[src/rtl/mem_ctrl_pkg.sv]
// Shared definitions for the memory controller.
// Holds the load/store op codes, the IO region tag, the controller state and
// transaction-kind encodings, and the op -> byte-count decode.
package mem_ctrl_pkg;

  typedef enum logic [5:0] {
    OP_NONE = 6'd0,
    OP_LB   = 6'd1,
    OP_LH   = 6'd2,
    OP_LW   = 6'd3,
    OP_LBU  = 6'd4,
    OP_LHU  = 6'd5,
    OP_SB   = 6'd6,
    OP_SH   = 6'd7,
    OP_SW   = 6'd8
  } op_t;

  // Stores whose address bits [17:16] match this go to the UART.
  localparam logic [1:0] IO_ADDR_HI = 2'b11;

  typedef enum logic [1:0] {
    ST_IDLE  = 2'd0,
    ST_READ  = 2'd1,
    ST_WRITE = 2'd2,
    ST_DONE  = 2'd3
  } state_t;

  typedef enum logic [1:0] {
    K_LOAD  = 2'd0,
    K_FETCH = 2'd1,
    K_STORE = 2'd2
  } kind_t;

  // Number of bytes moved by an op; fetches use OP_LW.
  function automatic logic [2:0] op_size(input op_t op);
    case (op)
      OP_LB, OP_LBU, OP_SB: return 3'd1;
      OP_LH, OP_LHU, OP_SH: return 3'd2;
      default:              return 3'd4;
    endcase
  endfunction

endpackage

[src/rtl/mem_extend.sv]
// Combinational result assembly for reads.
// Ports:
//   op     : load op of the transaction (OP_LW for fetches)
//   prefix : earlier bytes of the read, oldest byte in the lowest lane of the
//            occupied top lanes (bytes shift in from the top)
//   last   : final byte, taken straight from the RAM data bus
//   data   : little-endian word, sign or zero extended according to op
module mem_extend
  import mem_ctrl_pkg::*;
(
  input  op_t         op,
  input  logic [23:0] prefix,
  input  logic [7:0]  last,
  output logic [31:0] data
);

  logic [31:0] raw;

  // NOTE: every variable gets a default at the top of always_comb so no path
  // leaves it unassigned; otherwise synthesis infers a latch.
  always_comb begin
    raw = {24'b0, last};
    case (op_size(op))
      3'd2:    raw = {16'b0, last, prefix[23:16]};
      3'd4:    raw = {last, prefix};
      default: ;
    endcase

    // Unsigned loads are already zero extended by the merge above.
    data = raw;
    case (op)
      OP_LB:   data = {{24{raw[7]}}, raw[7:0]};
      OP_LH:   data = {{16{raw[15]}}, raw[15:0]};
      default: ;
    endcase
  end

endmodule

[src/rtl/mem_ctrl.sv]
// Memory controller: serialises committed stores, LSB loads and instruction
// fetches onto the single-port byte-wide RAM/IO bus.
// Ports:
//   clk, rst (sync, active high), rdy (low freezes everything), rollback
//   lsb_req/lsb_op/lsb_addr  -> mem_valid/mem_res      : loads
//   st_req/st_op/st_addr/st_data -> finish_store       : committed stores
//   if_req/if_addr           -> if_valid/if_inst       : fetches
//   mem_din, mem_dout, mem_a, mem_wr                    : RAM/IO byte bus
//   io_buffer_full                                      : UART back-pressure
module mem_ctrl
  import mem_ctrl_pkg::*;
(
  input  logic        clk,
  input  logic        rst,
  input  logic        rdy,
  input  logic        rollback,
  input  logic        lsb_req,
  input  logic [5:0]  lsb_op,
  input  logic [31:0] lsb_addr,
  output logic        mem_valid,
  output logic [31:0] mem_res,
  input  logic        st_req,
  input  logic [5:0]  st_op,
  input  logic [31:0] st_addr,
  input  logic [31:0] st_data,
  output logic        finish_store,
  input  logic        if_req,
  input  logic [31:0] if_addr,
  output logic        if_valid,
  output logic [31:0] if_inst,
  input  logic [7:0]  mem_din,
  output logic [7:0]  mem_dout,
  output logic [31:0] mem_a,
  output logic        mem_wr,
  input  logic        io_buffer_full
);

  state_t      state;
  kind_t       kind;
  op_t         op;
  logic [2:0]  size;
  logic [2:0]  cnt;      // edges since acceptance, starting at 1
  logic [23:0] rbuf;     // read bytes captured so far
  logic [23:0] wbuf;     // store bytes still to be sent
  logic        load_done;
  logic        fetch_done;
  logic [31:0] ext_data;

  op_t  st_op_e;
  op_t  lsb_op_e;
  logic st_blocked;

  assign st_op_e  = op_t'(st_op);
  assign lsb_op_e = op_t'(lsb_op);

  // A blocked IO store also stalls the lower requesters to preserve order.
  assign st_blocked = st_req && (st_addr[17:16] == IO_ADDR_HI) && io_buffer_full;

  mem_extend u_extend (
    .op     (op),
    .prefix (rbuf),
    .last   (mem_din),
    .data   (ext_data)
  );

  // A flush arriving while a load/fetch pulse is up cancels the pulse.
  assign mem_valid = load_done  & ~rollback;
  assign if_valid  = fetch_done & ~rollback;

  // NOTE: all state here uses non-blocking assignments so every register
  // samples pre-edge values, independent of statement order.
  always_ff @(posedge clk) begin
    if (rst) begin
      state        <= ST_IDLE;
      kind         <= K_LOAD;
      op           <= OP_NONE;
      size         <= 3'd0;
      cnt          <= 3'd0;
      rbuf         <= 24'b0;
      wbuf         <= 24'b0;
      mem_a        <= 32'b0;
      mem_dout     <= 8'b0;
      mem_wr       <= 1'b0;
      load_done    <= 1'b0;
      fetch_done   <= 1'b0;
      finish_store <= 1'b0;
      mem_res      <= 32'b0;
      if_inst      <= 32'b0;
    end else if (rdy) begin
      load_done    <= 1'b0;
      fetch_done   <= 1'b0;
      finish_store <= 1'b0;

      case (state)
        ST_IDLE: begin
          cnt <= 3'd1;
          if (st_req) begin
            if (!st_blocked) begin
              state    <= ST_WRITE;
              kind     <= K_STORE;
              op       <= st_op_e;
              size     <= op_size(st_op_e);
              mem_a    <= st_addr;
              mem_dout <= st_data[7:0];
              wbuf     <= st_data[31:8];
              mem_wr   <= 1'b1;
            end
          end else if (!rollback && lsb_req) begin
            state  <= ST_READ;
            kind   <= K_LOAD;
            op     <= lsb_op_e;
            size   <= op_size(lsb_op_e);
            mem_a  <= lsb_addr;
            mem_wr <= 1'b0;
          end else if (!rollback && if_req) begin
            state  <= ST_READ;
            kind   <= K_FETCH;
            op     <= OP_LW;
            size   <= 3'd4;
            mem_a  <= if_addr;
            mem_wr <= 1'b0;
          end
        end

        ST_WRITE: begin
          // Committed stores ignore rollback.
          if (cnt == size) begin
            mem_wr       <= 1'b0;
            finish_store <= 1'b1;
            state        <= ST_DONE;
          end else begin
            mem_a    <= mem_a + 32'd1;
            mem_dout <= wbuf[7:0];
            wbuf     <= {8'b0, wbuf[23:8]};
            cnt      <= cnt + 3'd1;
          end
        end

        ST_READ: begin
          if (rollback) begin
            mem_wr <= 1'b0;
            state  <= ST_IDLE;
          end else if (cnt == size + 3'd1) begin
            // RAM returns byte i two edges after its address; the final byte
            // is merged from mem_din without an extra capture stage.
            if (kind == K_FETCH) begin
              if_inst    <= ext_data;
              fetch_done <= 1'b1;
            end else begin
              mem_res   <= ext_data;
              load_done <= 1'b1;
            end
            state <= ST_DONE;
          end else begin
            if (cnt < size) mem_a <= mem_a + 32'd1;
            if (cnt >= 3'd2) rbuf <= {mem_din, rbuf[23:8]};
            cnt <= cnt + 3'd1;
          end
        end

        ST_DONE: state <= ST_IDLE;

        default: state <= ST_IDLE;
      endcase
    end
  end

endmodule

[config.mk]
export PLATFORM = sky130hd
export DESIGN_NAME = mem_ctrl
export DESIGN_NICKNAME = d
export VERILOG_FILES = /design/src/rtl/mem_ctrl_pkg.sv /design/src/rtl/mem_extend.sv /design/src/rtl/mem_ctrl.sv
export SDC_FILE = /design/constraint.sdc
export NUM_CORES = 1
export LEC_CHECK = 0
export ABC_AREA = 1
export BUFFER_PORTS_ARGS = -buffer_cell sky130_fd_sc_hd__buf_2
export CAP_MARGIN = 15
export CORE_MARGIN = 3
export CORE_UTILIZATION = 30
export DETAILED_ROUTE_END_ITERATION = 8
export MAX_ROUTING_LAYER = met4
export PLACE_DENSITY = 0.61
export SLEW_MARGIN = 20
export SYNTH_ARGS = -nofsm -noshare
export SYNTH_HDL_FRONTEND = slang
export SYNTH_SLANG_ARGS = --single-unit
export TNS_END_PERCENT = 50
[constraint.sdc]
create_clock -name clk -period 2.1 [get_ports clk]
set_input_delay 0.42 -clock clk [delete_from_list [all_inputs] [get_ports clk]]
set_output_delay 0.42 -clock clk [all_outputs]
set_load 0.05 [all_outputs]
==> results <==
- The clock net in this run drives a total of 172 sinks.
- The summed negative setup slack over all endpoints is 0 ns.
- The data arrival time of the worst path is 2.27 ns.
- The count of pins on the block boundary is 264.
- The floorplan step defined a die boundary enclosing 0.0327 sq mm.
- The core occupancy in the finished layout is 0.390.
- Buffers added to address setup during post-CTS repair amount to 0.
- Timing would allow up to 515 MHz.
- The number of antenna violations at the first check in global routing came to 3.
- The die outline height is 181 um.
- The path class of the lowest-slack min-delay path is in2reg.
- The slew at the pin closest to its max-slew limit is 0.599 ns.
- The longest clock path from root to sink contains 2 buffers.
- The count of final hold-check violations is 0.
- The number of nets in the synthesized netlist is 1590.
- The cell area that synthesis handed to floorplanning was 0.00918 sq mm.
- The root buffer cell is clkbuf_16.
- Of the synthesized area, sequential elements account for 0.375.
- The highest-delay cell along the critical path is dfxtp_1.
- The total global routing overflow is 0.
- The number of placement rows is 63.
- Before antenna repair, the detailed router went through 7 iterations.
- The worst setup path is launched from a flip-flop.
- The minimum hold slack is 0.261 ns.
- The clock-pin slew reported for the worst setup and hold paths after clock tree synthesis is 0.08 ns.
- The power per standard cell area is 835 mW/mm^2.
- Max-cap violations in this run came to 0.
- The die is 181 um wide.
- For this block, the initial DRC count from the detailed router was 719.
- Counting distinct cell types in the post-synthesis netlist gives 40.
- The TritonCTS buffer count is 17.
- Summing all placed instances gives a cell area of 0.0110 sq mm.
- The routed length per instance is 15.8 um.
- The most common cell type on the critical path is inv_1.
- The routed via count divided by cell count is 4.90.
- The effective utilization at floorplan is 0.307.
- At the end of routability-driven placement, the weighted congestion stood at 0.906.
- The flow ran to the end, and the final reports show no timing, DRC or antenna violations.
- The cell leakage power is 0.00549 uW.
- Across all layers, the routed design uses 10.2k vias.
- The data required time of the worst path is 2.43 ns.
- The area added between synthesis and finish is 27.0%.
- The minimum clock period after layout is 1.94 ns.
- The H-tree was split into 4 levels.
- In the global route stage, overall resource usage came out at 0.199.
- The number of max-slew violations in the final report was 0.
- The area inside the core boundary is 0.0299 sq mm.
- Total power for the finished layout comes to 9730 uW.
- Of the available clock period, the critical path in the final layout requires 0.924.
- The critical path capture point type is a flip-flop.
- The number of storage elements in the synthesis netlist is 172.
- After synthesis, the mean cell area works out to 6.45 sq um.
- The remaining design rule violation count is 0.
- The first global-routing pass estimated 51700 um of wire.
- Across the routed clock network, the largest skew measured is 0.0175 ns.
- The worst slew margin relative to its limit is 0.601.
- In this run the worst path has a maximum fanout of 24.
- For this run, the slowest stage of the critical path takes 0.35 ns.
- In the synthesized netlist, the number of instances is 1423.
- The finished cells cover 0.0117 sq mm.
- During placement, the flow inserted port buffers numbering 263.
- The number of hold buffers added after cts is 0.
- The clock latency on the worst-skew pair is 0.44 ns.
- Setup repair after global routing could not meet its margin everywhere.
- Entering global routing, the biggest net connects 58 pins.
- For this run, the number of Yosys warnings is 0.
- TritonCTS built the clock tree.
- The final count of negative-setup-slack endpoints is 0.
- The layout cell share with drive strength beyond 1 is 0.223.
- The post-layout net count is 1834.
- The critical path class is reg2reg.
- The maximum vdd ir drop is 0.580 mV.
- Detailed placement ended at an HPWL of 23900 um.
- The post-detailed-routing wire length is 32800 um.
- The residual antenna-violating net count after detailed routing is 0.
- Walking the worst path, the cells encountered are inv_1 -> ha_1 -> inv_1 -> nand2_1 -> nor2_1 -> nand2_2 -> nor3_4 -> buf_4 -> nand2_1 -> o211ai_1 -> inv_1.
- The via count of the first global-routing pass came to 9783.
## critical path: cells and delay by family, from the launching register on
family	cells	cell delay, ns
and+or+nand+nor	5	0.62
adders and majority gates	1	0.29
buffers and inverters	4	0.49
DFF	1	0.35
AOI/OAI and AO/OA	1	0.09
## repair_timing
action	in CTS	in global routing
endpoints found under the hold margin	0	0
gates resized for setup	0	10
endpoints found under the setup margin	0	52
## worst paths after layout
| check | cells after the start | slack (ns) | startpoint | end |
|---|---|---|---|---|
| setup / recovery | 11 | 0.16 | cnt[0]$_SDFFE_PP0P_ | mem_res[6]$_SDFFE_PP0P_ |
| hold / removal | 3 | 0.26 | st_data[31] | wbuf[23]$_SDFFE_PP0P_ |
| setup reg to reg | 11 | 0.16 | cnt[0]$_SDFFE_PP0P_ | mem_res[6]$_SDFFE_PP0P_ |
| hold reg to reg | 2 | 0.47 | fetch_done$_SDFFE_PP0P_ | fetch_done$_SDFFE_PP0P_ |
## through the flow
step / cells / setup slack [ns]
floorplan: 1423 / 0.186
global placement: 2037 / 0.188
detailed placement: 2037 / 0.158
CTS: 2069 / 0.108
global route: 2073 / -0.0414
finish: 2073 / 0.159
## sequential cells by signal, summed over array words and instances, names as in the netlist
name / flops
if_inst: 32
mem_a: 32
mem_res: 32
rbuf: 24
wbuf: 24
mem_dout: 8
op: 6
cnt: 3
size: 3
kind: 2
state: 2
fetch_done: 1
finish_store: 1
load_done: 1
mem_wr: 1
## final cells by class
cell class,instances,area (sq um)
fill,3194,18200
tap,390,488
sequential,172,3440
inverter,97,367
timing repair buffer,303,1740
antenna,3,7.51
multi-input combinational,1076,5010
clock inverter,13,145
clock buffer,19,453
## cells in the final DEF, fill, tap and decap left out, drive strengths merged
cell,n
a211oi,2
a21oi,103
a22oi,7
a31o,1
a31oi,6
buf,302
clkbuf,20
clkinv,8
dfxtp,172
diode,3
ha,11
inv,102
nand2,317
nand3,86
nand3b,8
nand4,3
nor2,308
nor3,10
o211a,1
o211ai,19
o21a,16
o21ai,150
o221ai,5
o22a,2
o22ai,8
o31ai,2
or2,4
xnor2,3
xor2,4
## report_power, final
| part | internal, uW | total [uW] | switching (uW) |
|---|---|---|---|
| sequential | 3490 | 3740 | 252 |
| clock | 1650 | 3210 | 1550 |
| combinational | 885 | 2780 | 1900 |
| total | 6030 | 9730 | 3700 |
## kinds of logic (layout without fill, tap and decap cells)
group                    Yosys count  in the layout  synth area share
flip-flops                       172            172             0.375
other                              0              3                 0
AND/OR/NAND/NOR                  736            736             0.328
AO/OA/AOI/OAI                    322            322             0.194
XOR/XNOR                           7              7           0.00668
buffers and inverters            175            432            0.0809
adder cells (fa/ha/maj)           11             11            0.0150
## synth_stat cells, drive strengths merged
cell / instances / area share
inv: 96 / 0.039
o21ai: 150 / 0.082
xnor2: 3 / 0.0029
ha: 11 / 0.015
nand4: 3 / 0.0020
dfxtp: 172 / 0.38
o21a: 16 / 0.013
xor2: 4 / 0.0038
a21oi: 103 / 0.057
buf: 42 / 0.026
nor2: 308 / 0.13
o221ai: 5 / 0.0048
o31ai: 2 / 0.0016
clkbuf: 36 / 0.015
a31oi: 6 / 0.0041
o22a: 2 / 0.0019
a31o: 1 / 0.00095
nand3b: 8 / 0.0065
clkinv: 1 / 0.00041
or2: 4 / 0.0027
o211ai: 19 / 0.016
o22ai: 8 / 0.0055
nor3: 10 / 0.0079
o211a: 1 / 0.0011
nand2: 317 / 0.13
a22oi: 7 / 0.0057
nand3: 86 / 0.047
a211oi: 2 / 0.0016
## layer usage
metal  up-vias  wire length [um]  GRT usage
li1       5137                 -          -
met5         -                 0          -
met4         0               403     0.0470
met3        26              2170     0.0455
met1      4691             13800      0.239
met2       307             16400      0.340
No activity file was read; power rests on OpenSTA's default activity.
